--- src/rtl/uart_tx_if.sv ---
`default_nettype none
// ============================================================================
//  Module      : uart_tx_if
//  Description : Producer-side handshake and line signals of the UART
//                transmitter.
//  Revision    : 1.0 - initial release
// ============================================================================
interface uart_tx_if #(
    parameter int WIDTH = 8
);
    logic [WIDTH-1:0] data_in;
    logic             valid;
    logic             ready;
    logic             tx;
    logic             busy;
    logic             done;

    modport master (
        output data_in,
        output valid,
        input  ready,
        input  tx,
        input  busy,
        input  done
    );

    modport slave (
        input  data_in,
        input  valid,
        output ready,
        output tx,
        output busy,
        output done
    );
endinterface
`default_nettype wire

--- src/rtl/uart_tx.sv ---
`default_nettype none
// ============================================================================
//  Module      : uart_tx
//  Description : UART transmitter; frames a word as start, LSB-first data,
//                stop, each bit lasting CLKS_PER_BIT clocks.
//  Revision    : 1.0 - initial release
// ============================================================================
module uart_tx #(
    parameter int WIDTH        = 8,
    parameter int CLKS_PER_BIT = 4
) (
    input  wire logic  clk,
    input  wire logic  reset,
    uart_tx_if.slave   bus
);
    localparam int c_cnt_w = (CLKS_PER_BIT > 1) ? $clog2(CLKS_PER_BIT) : 1;
    localparam int c_bit_w = (WIDTH > 1) ? $clog2(WIDTH) : 1;
    localparam logic [c_cnt_w-1:0] c_cnt_last = c_cnt_w'(CLKS_PER_BIT - 1);
    localparam logic [c_bit_w-1:0] c_bit_last = c_bit_w'(WIDTH - 1);

    typedef enum logic [1:0] {
        S_IDLE  = 2'd0,
        S_START = 2'd1,
        S_DATA  = 2'd2,
        S_STOP  = 2'd3
    } state_t;

    state_t             r_state, w_state;
    logic [c_cnt_w-1:0] r_cnt, w_cnt;
    logic [c_bit_w-1:0] r_bit, w_bit;
    logic [WIDTH-1:0]   r_shift, w_shift;
    logic               r_tx, w_tx;
    logic               r_ready, w_ready;
    logic               r_busy, w_busy;
    logic               r_done, w_done;

    logic               w_cnt_wrap;
    logic [c_bit_w-1:0] w_bit_inc;

    assign w_cnt_wrap = (r_cnt == c_cnt_last);
    assign w_bit_inc  = r_bit + 1'b1;

    always_ff @(posedge clk) begin
        if (reset) begin
            r_state <= S_IDLE;
            r_cnt   <= '0;
            r_bit   <= '0;
            r_shift <= '0;
            r_tx    <= 1'b1;
            r_ready <= 1'b1;
            r_busy  <= 1'b0;
            r_done  <= 1'b0;
        end else begin
            r_state <= w_state;
            r_cnt   <= w_cnt;
            r_bit   <= w_bit;
            r_shift <= w_shift;
            r_tx    <= w_tx;
            r_ready <= w_ready;
            r_busy  <= w_busy;
            r_done  <= w_done;
        end
    end

    // Every output is computed one cycle ahead so the registered value lines
    // up with the state it belongs to.
    always_comb begin
        w_state = r_state;
        w_cnt   = r_cnt;
        w_bit   = r_bit;
        w_shift = r_shift;
        w_tx    = r_tx;
        w_ready = r_ready;
        w_busy  = r_busy;
        w_done  = 1'b0;

        case (r_state)
            S_IDLE: begin
                if (bus.valid && r_ready) begin
                    w_state = S_START;
                    w_shift = bus.data_in;
                    w_cnt   = '0;
                    w_bit   = '0;
                    w_tx    = 1'b0;
                    w_ready = 1'b0;
                    w_busy  = 1'b1;
                end
            end
            S_START: begin
                if (w_cnt_wrap) begin
                    w_state = S_DATA;
                    w_cnt   = '0;
                    w_tx    = r_shift[0];
                end else begin
                    w_cnt = r_cnt + 1'b1;
                end
            end
            S_DATA: begin
                if (w_cnt_wrap) begin
                    w_cnt = '0;
                    if (r_bit == c_bit_last) begin
                        w_state = S_STOP;
                        w_tx    = 1'b1;
                    end else begin
                        w_bit = w_bit_inc;
                        w_tx  = r_shift[w_bit_inc];
                    end
                end else begin
                    w_cnt = r_cnt + 1'b1;
                end
            end
            S_STOP: begin
                if (w_cnt_wrap) begin
                    w_state = S_IDLE;
                    w_cnt   = '0;
                    w_bit   = '0;
                    w_tx    = 1'b1;
                    w_ready = 1'b1;
                    w_busy  = 1'b0;
                    w_done  = 1'b1;
                end else begin
                    w_cnt = r_cnt + 1'b1;
                end
            end
            default: begin
                w_state = S_IDLE;
            end
        endcase
    end

    assign bus.tx    = r_tx;
    assign bus.ready = r_ready;
    assign bus.busy  = r_busy;
    assign bus.done  = r_done;
endmodule
`default_nettype wire

--- src/flat_wrapper.sv ---
// flat-port wrapper written by rule: the top's interface ports become plain ports
module uart_tx_flat 
#(
    parameter int WIDTH        = 8,
    parameter int CLKS_PER_BIT = 4
)
  (clk, reset, bus_data_in, bus_valid, bus_ready, bus_tx, bus_busy, bus_done);
  uart_tx_if #(.WIDTH(WIDTH)) bus_i ();
  input  wire logic clk;
  input  wire logic reset;
  input wire logic [$bits(bus_i.data_in)-1:0] bus_data_in;
  input wire logic [$bits(bus_i.valid)-1:0] bus_valid;
  output wire logic [$bits(bus_i.ready)-1:0] bus_ready;
  output wire logic [$bits(bus_i.tx)-1:0] bus_tx;
  output wire logic [$bits(bus_i.busy)-1:0] bus_busy;
  output wire logic [$bits(bus_i.done)-1:0] bus_done;
  assign bus_i.data_in = bus_data_in;
  assign bus_i.valid = bus_valid;
  assign bus_ready = bus_i.ready;
  assign bus_tx = bus_i.tx;
  assign bus_busy = bus_i.busy;
  assign bus_done = bus_i.done;
  uart_tx #(.WIDTH(WIDTH), .CLKS_PER_BIT(CLKS_PER_BIT)) u_core (.clk(clk), .reset(reset), .bus(bus_i));
endmodule
--- config.mk ---
export PLATFORM = sky130hd
export DESIGN_NAME = uart_tx_flat
export DESIGN_NICKNAME = d
export VERILOG_FILES = /design/src/rtl/uart_tx_if.sv /design/src/rtl/uart_tx.sv /design/src/flat_wrapper.sv
export SDC_FILE = /design/constraint.sdc
export NUM_CORES = 1
export LEC_CHECK = 0
export CAP_MARGIN = 30
export CORE_MARGIN = 2
export CORE_UTILIZATION = 27
export DETAILED_ROUTE_END_ITERATION = 12
export PLACE_DENSITY_LB_ADDON = 0.3
export RECOVER_POWER = 25
export SYNTH_ARGS = -nofsm -noshare
export SYNTH_HDL_FRONTEND = slang
export SYNTH_SLANG_ARGS = --single-unit
--- constraint.sdc ---
create_clock -name clk -period 2.7 [get_ports clk]
set_input_delay 0.27 -clock clk [delete_from_list [all_inputs] [get_ports clk]]
set_output_delay 0.27 -clock clk [all_outputs]
set_load 0.005 [all_outputs]
After elaboration in Yosys (flattened, before gate mapping) --
Cells that the tools add are included.
Storage, ports and cells: flip-flop bits (word level) 19, latch bits 0, RAM bits 0, memory bits (read-only) 0, input bits 11, memories kept 0
Operators by class: $add $sub $neg 2, multiply operators 0, divide/modulo/power cells 0, order comparisons 1, equality and inequality tests 11, shifts and indexed selects 0, multiplexer cells 27, bitwise gates (word level) 1, reductions and logical operators 11
Operator list (count):
- 2-to-1 mux 2 bit | 7
- 2-to-1 mux 3 bit | 4
- inequality test 2 x 1 -> 1 bit (second input constant) | 5
- AND reduction 5 bit | 2
- 2-to-1 mux 1 bit | 9
- one-hot mux 3 bit (3 select lines) | 1
- one-hot mux 2 bit (4 select lines) | 1
- equality test 2 bit (second input constant) | 3
- < comparator 3 x 4 -> 1 bit (second input constant) | 1
- one-hot mux 1 bit (2 select lines) | 2
- one-hot mux 1 bit (4 select lines) | 1
- one-hot mux 2 bit (2 select lines) | 1
- AND reduction 4 bit | 1
- adder 3 x 1 -> 3 bit (second input constant) | 1
- binary-select mux 1 bit (select 3 bit) | 1
- equality test 3 bit (second input constant) | 1
- AND reduction 3 bit | 1
- nonzero test 3 bit | 1
- OR reduction 3 bit | 1
- adder 2 x 1 -> 2 bit (second input constant) | 1
- equality test 2 x 1 -> 1 bit (second input constant) | 1
- zero test 2 bit | 1
- inequality test 2 bit (second input constant) | 1
- AND reduction 2 bit | 1
- 4 further kinds | 4

Logic depth before layout (Yosys ltp) --
word-level depth 6, gate-level depth with buffers 6

Worst setup path before layout --
No wires, ideal clock.
path type register -> register, start point register u_core.r_bit[0], end point register u_core.r_tx, in the netlist u_core.bus.tx, arrival time 1.819 ns, data required time 2.578 ns, setup slack 0.760 ns, stages on the path, launching flop included 6, buffers on the path 0, clock period less this slack 1.940 ns, path through dfxtp_1 -> ha_1 -> ha_1 -> mux4_2 -> and3_1 -> o32a_1
Between the ends: cells in the longest elaborated chain, start to end 6, elaborated cells between the ends (all ways) 7, classes of those cells add/sub (1); eq/ne (1); mux (5)
Ends and longest elaborated chain:
- start, declared | line uart_tx.sv:30 | logic [c_bit_w-1:0] r_bit, w_bit;
- start signal, assigned | line uart_tx.sv:56 | r_bit <= w_bit;
- adder 3 x 1 -> 3 bit | line uart_tx.sv:41 | assign w_bit_inc = r_bit + 1'b1;
- binary-select mux 1 bit (select 3 bit) | line uart_tx.sv:106 | w_tx = r_shift[w_bit_inc];
- 2-to-1 mux 1 bit (not written as such) | line uart_tx.sv:106
- 2-to-1 mux 1 bit * | line uart_tx.sv:101 | if (r_bit == c_bit_last) begin
- 2-to-1 mux 1 bit * | line uart_tx.sv:99 | if (w_cnt_wrap) begin
- one-hot mux 1 bit (4 select lines) * | line uart_tx.sv:77 | case (r_state)
- end signal, assigned | line uart_tx.sv:58 | r_tx <= w_tx;
- end, declared | line uart_tx.sv:32 | logic r_tx, w_tx;
Mark *: on every way between the ends. The rest lies on a longest branch, timed or not. The select of a mux whose other input is x is not followed. A chain may end at the register's enable or synchronous reset.

Worst setup path in the final report --
Ends and elaborated chain as after synthesis.

==> summary.md <==
| Metric | Value |
|---|---|
| CTS tree | done |
| Leak pwr | 0.000492 µW |
| Routed wire length | 1.93 mm |
| Final slew viol count | 0 |
| Pint | 649 µW |
| Setup bufs post-CTS | 0 |
| Synthesized flop and latch total | 19 |
| Drt pass-1 iters | 4 |
| Worst Hold Class | reg2reg |
| Clock Skews | 13.1 ps |
| Worst Setup SP | u_core.r_bit[0] |
| Post-DP HPWL | 1.44 mm |
| Gr ovfl total | 0 |
| Seq/Total Area, Yosys | 40.4% |
| Period minus WS final | 2060 ps |
| Global-route wire length before repair | 3.35 mm |
| CTS Buf Count | 3 |
| Critical Path Source Type | register |
| Die height | 63.0 µm |
| PwrDens | 900 nW/µm² |
| MaxCap Viol Count | 0 |
| Combinational share of power | 47.5% |
| DR WL/cell | 12.0 µm |
| Async set or reset register ratio after synthesis | 0% |
| Hold Path Origin | u_core.r_bit[1] |
| Initial Utilization | 28.2% |
| EDFF count, synth | 0 |
| Final worst slack | 643 ps |
| Worst path slowest cell | mux4_2 |
| Num rows | 21 |
| Die X | 63.0 µm |
| DP Worst Slack | 676 ps |
| Sink Count | 19 |
| Cells along the critical path | ha_1, ha_1, mux4_2, and3_1, o32a_1 |
| Reg clk slew, reported paths | 120 ps |
| CP Buf/Inv Count | 0 |
| Iter 0 DRT Violations | 25 |
| Sequential group share of total power | 38.4% |
| Final hold violation count | 0 |
| Synthesized area | 941 µm² |
| Final Non-Filler Cells | 161 |
| Mapped Cells | 98 |
| Vias per inst | 4.75 |
| DRT antenna net count | 0 |
| Ys flop type | dfxtp_1 |
| Drt drc | 0 |
| Setup violators final | 0 |
| Htree depth | 1 |
| Worst-path maximum fanout | 6 |
| Number of global-route vias before repair | 736 |
| Maximum vdd drop | 0.000256 V |
| Global-route usage over all layers | 10.6% |
| Initial antenna violation count | 0 |
| Die area | 3970 µm² |
| Tot Pwr | 1050 µW |
| Cts hold-fix bufs | 0 |
| Placer Congestion | 0.807 |
| Status | completed |
| I/O Buffers | 14 |
| Psw | 399 µW |
| CP Class | reg2reg |
| Max Freq | 0.486 GHz |
| Via count | 764 |
| Least-Margin Pin Slew | 554 ps |
| Syn avg cell area | 9.60 µm² |
| Share of layout cells above drive strength 1 | 6.09% |
| Clock network power share | 14.1% |
| Root Driver | clkbuf_4 |
| Placed insts | 157 |
| Setup TNS | 0 ps |
| Cell mode on critical path | ha_1 |
| CTS-repair resized insts | 0 |
| Cell family contributing the most delay on the critical path | adder cells |
| Boundary Pins | 15 |
| Most common cell after layout, fill and taps aside | dfxtp_1 |
| Nets | 135 |
| Antenna fix cells | 0 |
| Synth-to-layout area growth | 23.8% |
| Start of the worst register-to-register path | u_core.r_bit[0] |
| Most frequent cells in the layout | dfxtp_1 (19), nor2_1 (14), mux2i_1 (12), clkdlybuf4s50_1 (11), ha_1 (8) |
| RSZ-0062 raised after global routing | false |
| Worst skew pair latency | 300 ps |
| Ys Warns | 0 |
| CP peak stage delay | 520 ps |
| Longest Clk Path Bufs | 2 |
| Largest net degree at the start of global routing | 21 |
| Distinct cells, synth | 29 |
| Critical Path Sink Type | register |
| Core Util, Final | 34.9% |
| Max_slew headroom | 63.0% |
| Net Sw Frac | 38.1% |
| Tcrit/Tclk final | 76.2% |
| Worst Path Arrival | 2260 ps |
| Core Region | 3340 µm² |
| WP data required | 2910 ps |
| Syn_nets | 117 |
## layer usage
layer | global-route usage (%) | part of all wire (%) | vias to the layer above
met5 | 0 | 0 | -
met4 | 5.83 | 2.4 | 0
met3 | 1.62 | 1.9 | 5
met2 | 17.3 | 48 | 9
met1 | 13.3 | 47 | 357
li1 | - | - | 393
## Yosys cell counts (2+ instances only)
library cell / n / area, µm²
clkbuf_1: 2 / 7.51
nor2_1: 14 / 52.6
nand4_1: 2 / 12.5
inv_1: 4 / 15.0
nand2b_1: 2 / 12.5
nor3_1: 4 / 20.0
a21oi_1: 7 / 35.0
nor3b_1: 2 / 15.0
mux2i_1: 12 / 120
ha_1: 8 / 100
o21ai_0: 5 / 25.0
dfxtp_1: 19 / 380
## cell families after synthesis
family          Yosys count  share of synthesized area (%)
buf+inv                   6                           2.39
simple gates             32                           17.3
mux                      13                           15.2
flops                    19                           40.4
compound gates           20                           14.1
fa+ha+maj                 8                           10.6
## worst register-to-register path: cells and delay by family, from the launching register on
family	cells	cell delay (ps)
AOI/OAI and AO/OA	1	280
adders and majority gates	2	600
DFF	1	370
muxes	1	520
and+or+nand+nor	1	190
## cell type report
class                      count  area (µm²)
tap                           46        57.6
sequential                    19         380
fill                         348        2170
timing repair buffer          15         148
inverter                       4        15.0
clock buffer                   4        26.3
multi-input combinational     73         538
## registers in the layout, indices dropped and copies added, names as in the netlist
name / count
u_core.bus.done: 1
u_core.bus.tx: 1
u_core.r_cnt: 2
u_core.r_bit: 3
u_core.bus.ready: 1
u_core.r_shift: 8
u_core.r_state: 2
u_core.bus.busy: 1
## power groups by stage
stage               registers (µW)  clock network (µW)  logic [µW]
floorplan                      400                   0         362
global placement               408                   0         491
detailed placement             409                   0         502
CTS                            403                 153         505
global route                   411                 160         559
finish                         402                 147         498
## through the flow
step | hold slack, ps | area, µm²
floorplan | 414 | 941
global placement | 470 | 1140
detailed placement | 479 | 1140
CTS | 495 | 1160
global route | 540 | 1160
finish | 490 | 1160
## worst paths after layout
check | endpoint | slack (ps) | cells after the start
hold reg to reg | u_core.r_bit[1] | 490 | 2
setup / recovery | u_core.bus.tx | 640 | 5
hold / removal | u_core.r_bit[1] | 490 | 2
setup reg to reg | u_core.bus.tx | 640 | 5
Power figures use the tool's default switching activity.
